==> config.mk <==
export PLATFORM = sky130hd
export DESIGN_NAME = prg_dma_arb_flat
export DESIGN_NICKNAME = d
export VERILOG_FILES = /design/src/rtl/prg_dma_arb_if.sv /design/src/rtl/prg_dma_arb.sv /design/src/flat_wrapper.sv
export SDC_FILE = /design/constraint.sdc
export NUM_CORES = 1
export LEC_CHECK = 0
export BUFFER_PORTS_ARGS = -buffer_cell sky130_fd_sc_hd__buf_4
export CAP_MARGIN = 5
export CELL_PAD_IN_SITES_DETAIL_PLACEMENT = 0
export CELL_PAD_IN_SITES_GLOBAL_PLACEMENT = 2
export CORE_MARGIN = 2
export CORE_UTILIZATION = 25
export CTS_CLUSTER_SIZE = 10
export DETAILED_ROUTE_END_ITERATION = 10
export PLACE_DENSITY_LB_ADDON = 0.1
export SLEW_MARGIN = 30
export SYNTH_ARGS = -nofsm -noshare
export SYNTH_HDL_FRONTEND = slang
export SYNTH_SLANG_ARGS = --single-unit
==> constraint.sdc <==
create_clock -name i_clk -period 1.72 [get_ports i_clk]
set_input_delay 0.258 -clock i_clk [delete_from_list [all_inputs] [get_ports i_clk]]
set_output_delay 0.258 -clock i_clk [all_outputs]
set_load 0.05 [all_outputs]
==> src/rtl/prg_dma_arb_if.sv <==
// prg_dma_arb_if
// Bundles the requester handshakes (A = PI DMA, B = save-state engine),
// the shared read-data return and the PRG/SRM SRAM bus driven by the arbiter.
//   slave  : the arbiter side (takes requests + mem_do, drives bus/acks)
//   master : the requester/memory side (drives requests + mem_do)
interface prg_dma_arb_if;
  logic        a_req;
  logic        a_we;
  logic        a_srm;
  logic [21:0] a_addr;
  logic [7:0]  a_din;
  logic        a_ack;

  logic        b_req;
  logic        b_we;
  logic        b_srm;
  logic [21:0] b_addr;
  logic [7:0]  b_din;
  logic        b_ack;

  logic [7:0]  rd_dat;
  logic [7:0]  mem_do;
  logic        req_prg;
  logic        req_srm;
  logic [21:0] mem_addr;
  logic [7:0]  mem_dati;
  logic        mem_ce;
  logic        mem_oe;
  logic        mem_we;
  logic        busy;

  modport slave (
    input  a_req, a_we, a_srm, a_addr, a_din,
    input  b_req, b_we, b_srm, b_addr, b_din,
    input  mem_do,
    output a_ack, b_ack, rd_dat,
    output req_prg, req_srm, mem_addr, mem_dati, mem_ce, mem_oe, mem_we, busy
  );

  modport master (
    output a_req, a_we, a_srm, a_addr, a_din,
    output b_req, b_we, b_srm, b_addr, b_din,
    output mem_do,
    input  a_ack, b_ack, rd_dat,
    input  req_prg, req_srm, mem_addr, mem_dati, mem_ce, mem_oe, mem_we, busy
  );
endinterface

==> src/rtl/prg_dma_arb.sv <==
// prg_dma_arb
// Squeezes single-byte accesses from two non-CPU requesters into the M2-low
// window of the cartridge bus. One access per window, started only by the
// synchronised M2 falling edge; round-robin between A and B on ties.
// Ports:
//   i_clk   system clock (rising edge)
//   i_rst   asynchronous active-high reset
//   i_m2    raw CPU M2 pin, asynchronous to i_clk
//   io_bus  requester handshakes, read data and SRAM bus (slave modport)
// Parameter STROBE_CLKS: OE/WE pulse width in clocks, legal 1..8.
//
// state  | meaning
// IDLE   | bus released, waiting for an M2 fall with a pending request
// SETUP  | CE, override and address/data driven, strobes still low
// STROBE | OE (read) or WE (write) asserted for STROBE_CLKS cycles
// HOLD   | strobes low, CE/address/data held one more cycle before release
module prg_dma_arb #(
  parameter int STROBE_CLKS = 4
) (
  input  logic          i_clk,
  input  logic          i_rst,
  input  logic          i_m2,
  prg_dma_arb_if.slave  io_bus
);

  typedef enum logic [1:0] {
    ST_IDLE   = 2'd0,
    ST_SETUP  = 2'd1,
    ST_STROBE = 2'd2,
    ST_HOLD   = 2'd3
  } state_t;

  localparam logic [2:0] CNT_LOAD = 3'(STROBE_CLKS - 1);

  state_t      r_state;
  logic [2:0]  r_cnt;
  logic        r_m2_s1;
  logic        r_m2_s2;
  logic        r_m2_d;
  logic        r_last;    // 1 = B completed last, 0 = A
  logic        r_gnt_b;
  logic        r_we;
  logic        r_req_prg;
  logic        r_req_srm;
  logic        r_mem_ce;
  logic        r_mem_oe;
  logic        r_mem_we;
  logic [21:0] r_mem_addr;
  logic [7:0]  r_mem_dati;
  logic [7:0]  r_rd_dat;
  logic        r_a_ack;
  logic        r_b_ack;
  logic        r_busy;

  logic        w_fall;
  logic        w_gnt_b;
  logic        w_sel_we;
  logic        w_sel_srm;
  logic [21:0] w_sel_addr;
  logic [7:0]  w_sel_din;

  assign w_fall = r_m2_d & ~r_m2_s2;

  // B wins only when A is absent or A was the last one served.
  assign w_gnt_b    = io_bus.b_req & (~io_bus.a_req | ~r_last);
  assign w_sel_we   = w_gnt_b ? io_bus.b_we   : io_bus.a_we;
  assign w_sel_srm  = w_gnt_b ? io_bus.b_srm  : io_bus.a_srm;
  assign w_sel_addr = w_gnt_b ? io_bus.b_addr : io_bus.a_addr;
  assign w_sel_din  = w_gnt_b ? io_bus.b_din  : io_bus.a_din;

  always_ff @(posedge i_clk or posedge i_rst) begin
    if (i_rst) begin
      // Synchroniser resets high so releasing reset never looks like a fall.
      r_m2_s1    <= 1'b1;
      r_m2_s2    <= 1'b1;
      r_m2_d     <= 1'b1;
      r_state    <= ST_IDLE;
      r_cnt      <= '0;
      r_last     <= 1'b1;
      r_gnt_b    <= 1'b0;
      r_we       <= 1'b0;
      r_req_prg  <= 1'b0;
      r_req_srm  <= 1'b0;
      r_mem_ce   <= 1'b0;
      r_mem_oe   <= 1'b0;
      r_mem_we   <= 1'b0;
      r_mem_addr <= '0;
      r_mem_dati <= '0;
      r_rd_dat   <= '0;
      r_a_ack    <= 1'b0;
      r_b_ack    <= 1'b0;
      r_busy     <= 1'b0;
    end else begin
      r_m2_s1 <= i_m2;
      r_m2_s2 <= r_m2_s1;
      r_m2_d  <= r_m2_s2;
      r_a_ack <= 1'b0;
      r_b_ack <= 1'b0;

      if (r_state == ST_IDLE) begin
        if (w_fall && (io_bus.a_req || io_bus.b_req)) begin
          r_gnt_b    <= w_gnt_b;
          r_we       <= w_sel_we;
          r_req_prg  <= ~w_sel_srm;
          r_req_srm  <= w_sel_srm;
          r_mem_ce   <= 1'b1;
          r_mem_addr <= w_sel_addr;
          r_mem_dati <= w_sel_din;
          r_busy     <= 1'b1;
          r_state    <= ST_SETUP;
        end
      end else if (r_m2_s2) begin
        // M2 came back high while we still own the bus: drop everything,
        // no ack, arbitration history untouched so the same requester retries.
        r_req_prg  <= 1'b0;
        r_req_srm  <= 1'b0;
        r_mem_ce   <= 1'b0;
        r_mem_oe   <= 1'b0;
        r_mem_we   <= 1'b0;
        r_mem_addr <= '0;
        r_mem_dati <= '0;
        r_busy     <= 1'b0;
        r_state    <= ST_IDLE;
      end else begin
        case (r_state)
          ST_SETUP: begin
            r_mem_oe <= ~r_we;
            r_mem_we <= r_we;
            r_cnt    <= CNT_LOAD;
            r_state  <= ST_STROBE;
          end
          ST_STROBE: begin
            if (r_cnt == 3'd0) begin
              r_mem_oe <= 1'b0;
              r_mem_we <= 1'b0;
              if (!r_we) begin
                r_rd_dat <= io_bus.mem_do;
              end
              r_state <= ST_HOLD;
            end else begin
              r_cnt <= r_cnt - 3'd1;
            end
          end
          ST_HOLD: begin
            r_req_prg  <= 1'b0;
            r_req_srm  <= 1'b0;
            r_mem_ce   <= 1'b0;
            r_mem_addr <= '0;
            r_mem_dati <= '0;
            r_a_ack    <= ~r_gnt_b;
            r_b_ack    <= r_gnt_b;
            r_last     <= r_gnt_b;
            r_busy     <= 1'b0;
            r_state    <= ST_IDLE;
          end
          default: begin
            r_state <= ST_IDLE;
          end
        endcase
      end
    end
  end

  assign io_bus.req_prg  = r_req_prg;
  assign io_bus.req_srm  = r_req_srm;
  assign io_bus.mem_ce   = r_mem_ce;
  assign io_bus.mem_oe   = r_mem_oe;
  assign io_bus.mem_we   = r_mem_we;
  assign io_bus.mem_addr = r_mem_addr;
  assign io_bus.mem_dati = r_mem_dati;
  assign io_bus.rd_dat   = r_rd_dat;
  assign io_bus.a_ack    = r_a_ack;
  assign io_bus.b_ack    = r_b_ack;
  assign io_bus.busy     = r_busy;

endmodule

==> src/flat_wrapper.sv <==
// flat-port wrapper written by rule: the top's interface ports become plain ports
module prg_dma_arb_flat 
#(
  parameter int STROBE_CLKS = 4
)
  (i_clk, i_rst, i_m2, io_bus_a_req, io_bus_a_we, io_bus_a_srm, io_bus_a_addr, io_bus_a_din, io_bus_b_req, io_bus_b_we, io_bus_b_srm, io_bus_b_addr, io_bus_b_din, io_bus_mem_do, io_bus_a_ack, io_bus_b_ack, io_bus_rd_dat, io_bus_req_prg, io_bus_req_srm, io_bus_mem_addr, io_bus_mem_dati, io_bus_mem_ce, io_bus_mem_oe, io_bus_mem_we, io_bus_busy);
  prg_dma_arb_if io_bus_i ();
  input  logic i_clk;
  input  logic i_rst;
  input  logic i_m2;
  input wire logic [$bits(io_bus_i.a_req)-1:0] io_bus_a_req;
  input wire logic [$bits(io_bus_i.a_we)-1:0] io_bus_a_we;
  input wire logic [$bits(io_bus_i.a_srm)-1:0] io_bus_a_srm;
  input wire logic [$bits(io_bus_i.a_addr)-1:0] io_bus_a_addr;
  input wire logic [$bits(io_bus_i.a_din)-1:0] io_bus_a_din;
  input wire logic [$bits(io_bus_i.b_req)-1:0] io_bus_b_req;
  input wire logic [$bits(io_bus_i.b_we)-1:0] io_bus_b_we;
  input wire logic [$bits(io_bus_i.b_srm)-1:0] io_bus_b_srm;
  input wire logic [$bits(io_bus_i.b_addr)-1:0] io_bus_b_addr;
  input wire logic [$bits(io_bus_i.b_din)-1:0] io_bus_b_din;
  input wire logic [$bits(io_bus_i.mem_do)-1:0] io_bus_mem_do;
  output wire logic [$bits(io_bus_i.a_ack)-1:0] io_bus_a_ack;
  output wire logic [$bits(io_bus_i.b_ack)-1:0] io_bus_b_ack;
  output wire logic [$bits(io_bus_i.rd_dat)-1:0] io_bus_rd_dat;
  output wire logic [$bits(io_bus_i.req_prg)-1:0] io_bus_req_prg;
  output wire logic [$bits(io_bus_i.req_srm)-1:0] io_bus_req_srm;
  output wire logic [$bits(io_bus_i.mem_addr)-1:0] io_bus_mem_addr;
  output wire logic [$bits(io_bus_i.mem_dati)-1:0] io_bus_mem_dati;
  output wire logic [$bits(io_bus_i.mem_ce)-1:0] io_bus_mem_ce;
  output wire logic [$bits(io_bus_i.mem_oe)-1:0] io_bus_mem_oe;
  output wire logic [$bits(io_bus_i.mem_we)-1:0] io_bus_mem_we;
  output wire logic [$bits(io_bus_i.busy)-1:0] io_bus_busy;
  assign io_bus_i.a_req = io_bus_a_req;
  assign io_bus_i.a_we = io_bus_a_we;
  assign io_bus_i.a_srm = io_bus_a_srm;
  assign io_bus_i.a_addr = io_bus_a_addr;
  assign io_bus_i.a_din = io_bus_a_din;
  assign io_bus_i.b_req = io_bus_b_req;
  assign io_bus_i.b_we = io_bus_b_we;
  assign io_bus_i.b_srm = io_bus_b_srm;
  assign io_bus_i.b_addr = io_bus_b_addr;
  assign io_bus_i.b_din = io_bus_b_din;
  assign io_bus_i.mem_do = io_bus_mem_do;
  assign io_bus_a_ack = io_bus_i.a_ack;
  assign io_bus_b_ack = io_bus_i.b_ack;
  assign io_bus_rd_dat = io_bus_i.rd_dat;
  assign io_bus_req_prg = io_bus_i.req_prg;
  assign io_bus_req_srm = io_bus_i.req_srm;
  assign io_bus_mem_addr = io_bus_i.mem_addr;
  assign io_bus_mem_dati = io_bus_i.mem_dati;
  assign io_bus_mem_ce = io_bus_i.mem_ce;
  assign io_bus_mem_oe = io_bus_i.mem_oe;
  assign io_bus_mem_we = io_bus_i.mem_we;
  assign io_bus_busy = io_bus_i.busy;
  prg_dma_arb #(.STROBE_CLKS(STROBE_CLKS)) u_core (.i_clk(i_clk), .i_rst(i_rst), .i_m2(i_m2), .io_bus(io_bus_i));
endmodule
==> run_results.csv <==
group,metric,value,unit
grt,grt_use_total,12.6,%
clocking,cts_tree,"yes",
cells_and_area,final_common_cell,"buf_4",
logic_synthesis,yosysWarnings,0,
pwr,pwr-share-comb,55.2,%
die,initial_core_util,25.4,%
cells_and_area,fin_area,3980,sq um
grt,antenna_found_initial,0,
clocking,cts_buffers,5,
placed_design,io_buffers,122,
logic_synthesis,ys_ff_latch,56,
run,cap_violations,0,
route,drc,0,
sta,setup_viol,0,
route,drt_iter0_markers,78,
clocking,clkSlewWorstSetupHoldPaths,0.11,ns
cells_and_area,final_cell_mix,"141 x buf_4, 52 x dfrtp_1, 33 x mux2i_1, 30 x o2bb2ai_1, 9 x mux2_2",
cells_and_area,syn2layout_area_growth,53.5,%
worst_setup_path,crit_start,"u_core.r_state[1]$_DFFE_PP0P_",
placed_design,place.gp.congestion,0.749,
hold_path,hp-start,"i_m2",
logic_synthesis,ys_types,34,
logic_synthesis,synth_area,2590,sq um
cells_and_area,final_util,39.0,%
clocking,htree_levels,2,
clocking,clock_sinks,56,
cells_and_area,finalNetCount,426,
pwr,power.switching,2.87,mW
route,num_vias,2105,
sta,period_share,98.9,%
grt,grt_max_degree,57,
clocking,clock_latency,0.31,ns
hold_path,hold_class,"input pin to flop",
pwr,seq_power_share,32.2,%
logic_synthesis,syn_inst,200,
die,pin_count,123,
outcome,status,"completed",
worst_setup_path,r2r_slack,0.02,ns
worst_setup_path,cp_max_fo,4,
sta,maxSlewViolCount,0,
die,fp.dieH,106,um
sta,min_period,1.70,ns
pwr,power.density,1530,nW/um^2
sta,rsz0062_at_grt,"true",
logic_synthesis,synth_nets,284,
grt,grt-ovfl-total,0,
pwr,p_int,3.23,mW
sta,max_freq,0.588,GHz
sta,relSlewSlack,77.8,%
logic_synthesis,synth-seq-area-share,54.3,%
sta,fin_skew,0.0157,ns
grt,grt_pass1_wl,11.1,mm
worst_setup_path,crit_path_end_kind,"flop",
die,die_w,106,um
worst_setup_path,cp_data_required_time,1.91,ns
worst_setup_path,reg2reg_from,"u_core.r_state[1]$_DFFE_PP0P_",
route,drt_wl_total,7.29,mm
cells_and_area,n_antenna_cell,0,
die,design.core.area,10200,sq um
route,vias_per_cell,4.39,
die,floorplan.rows,37,
placed_design,hpwl,5.11,mm
cells_and_area,drive_gt1_share,51.9,%
worst_setup_path,cp_data_arrival_time,1.89,ns
worst_setup_path,cp-start-kind,"flop",
grt,grt_pass1_vias,2108,
clocking,cts_buffer_depth,2,
logic_synthesis,async_flop_share,100,%
sta,worst_slew_pin_slew,0.331,ns
pwr,swShare,47.0,%
logic_synthesis,ys.flop_type,"dfrtp_1",
logic_synthesis,avgSynthCellArea,12.9,sq um
route,avgRoutedWirePerCell,15.2,um
pwr,clkPwrFrac,12.6,%
pwr,ir_worst_vdd,681,uV
route,drt-pass1-iter-count,4,
clocking,cts_root_buf,"clkbuf_8",
route,antenna_left,0,
logic_synthesis,synth-edff-count,0,
sta,finalHoldViolCount,0,
worst_setup_path,criticalPathCategory,"flop to flop",
die,design.die.area,11200,sq um
placed_design,dpl_cell_area,3760,sq um
pwr,leakage,2.00,nW
power by group through the flow:
stage	Clock, mW	Sequential (mW)	Combinational, mW
after floorplan	0	3.05	0.974
after global placement	0	1.99	3.17
after detailed placement	0	1.99	3.17
after CTS	0.809	1.97	3.20
after global routing	0.861	2.02	3.58
final	0.768	1.97	3.36
stage by stage:
stage               TNS [ns]  hold WS, ns  setup WS [ns]  power [mW]  cells
finish                     0       0.0382         0.0192        6.10    479
global route           -1.29       0.0119         -0.100        6.47    479
CTS                  -0.0886       0.0292        -0.0264        5.97    473
detailed placement  -0.00524        0.347       -0.00524        5.16    463
global placement           0        0.346         0.0251        5.16    463
floorplan                  0        0.262        0.00898        4.03    200
worst max-delay path, stage by stage (launching register included):
cell	delay, ns
dfrtp_1	0.43
buf_4	0.16
ha_4	0.16
buf_4	0.14
a2111oi_4	0.27
buf_4	0.18
mux2i_1	0.17
o21ai_1	0.07
timing repair:
item,4_1_cts,5_1_grt
pin swaps,0,1
gates resized for setup,0,12
setup endpoints to repair,7,36
cloned,0,2
hold endpoints to repair,13,0
hold buffers,1,0
buffers inserted,1,4
cell usage after synthesis (2+ instances only):
cell | instances | area, sq um
dfrtp_1 | 52 | 1300
mux2i_1 | 33 | 330
o2bb2ai_1 | 30 | 263
mux2_2 | 9 | 101
inv_1 | 8 | 30.0
nor2_1 | 8 | 30.0
buf_2 | 7 | 35.0
ha_1 | 7 | 87.6
nand2_1 | 7 | 26.3
dfstp_2 | 4 | 105
o21ai_0 | 4 | 20.0
buf_6 | 3 | 33.8
a21o_1 | 2 | 15.0
a22o_1 | 2 | 17.5
nand2b_1 | 2 | 12.5
nand3_1 | 2 | 10.0
nor2b_1 | 2 | 12.5
o311ai_0 | 2 | 17.5
worst paths after layout:
| kind | to | cells past startpoint |
|---|---|---|
| worst max-delay path | u_core.r_cnt[2]$_DFFE_PP0P_ | 7 |
| worst min-delay path | u_core.r_m2_s1$_DFF_PP1_ | 1 |
| worst max register to register | u_core.r_cnt[2]$_DFFE_PP0P_ | 7 |
| worst min register to register | u_core.r_m2_s2$_DFF_PP1_ | 0 |
| max in group asynchronous | u_core.r_last$_DFFE_PP1P_ | 4 |
| min in group asynchronous | u_core.io_bus.rd_dat[3]$_DFFE_PP0P_ | 4 |
area by class of cell:
| cell class | count | area (sq um) |
|---|---|---|
| Inverter | 8 | 33.8 |
| Fill cell | 1040 | 6210 |
| Clock inverter | 3 | 26.3 |
| Timing Repair Buffer | 145 | 1120 |
| Tap cell | 136 | 170 |
| Clock buffer | 5 | 68.8 |
| Sequential cell | 56 | 1410 |
| Multi-Input combinational cell | 126 | 1150 |
registers in the layout, summed over array words and instances, names as in the netlist, 2 cells and up:
register / cells
u_core.io_bus.mem_addr: 22
u_core.io_bus.mem_dati: 8
u_core.io_bus.rd_dat: 8
u_core.r_cnt: 3
u_core.r_state: 2
per-layer routing:
| metal | GRT usage (%) | share of wire (%) |
|---|---|---|
| met1 | 17.2 | 47 |
| met2 | 18.9 | 43 |
| met3 | 4.89 | 9.2 |
| met4 | 2.82 | 0.78 |
| met5 | 0 | 0 |
kinds of logic after synthesis:
logic type	after synthesis	synth area share, %
flops	56	54.3
fa+ha+maj	7	3.38
mux	42	16.7
simple gates	26	5.36
buf+inv	20	4.30
compound gates	49	16.0
Power figures use the tool's default switching activity.
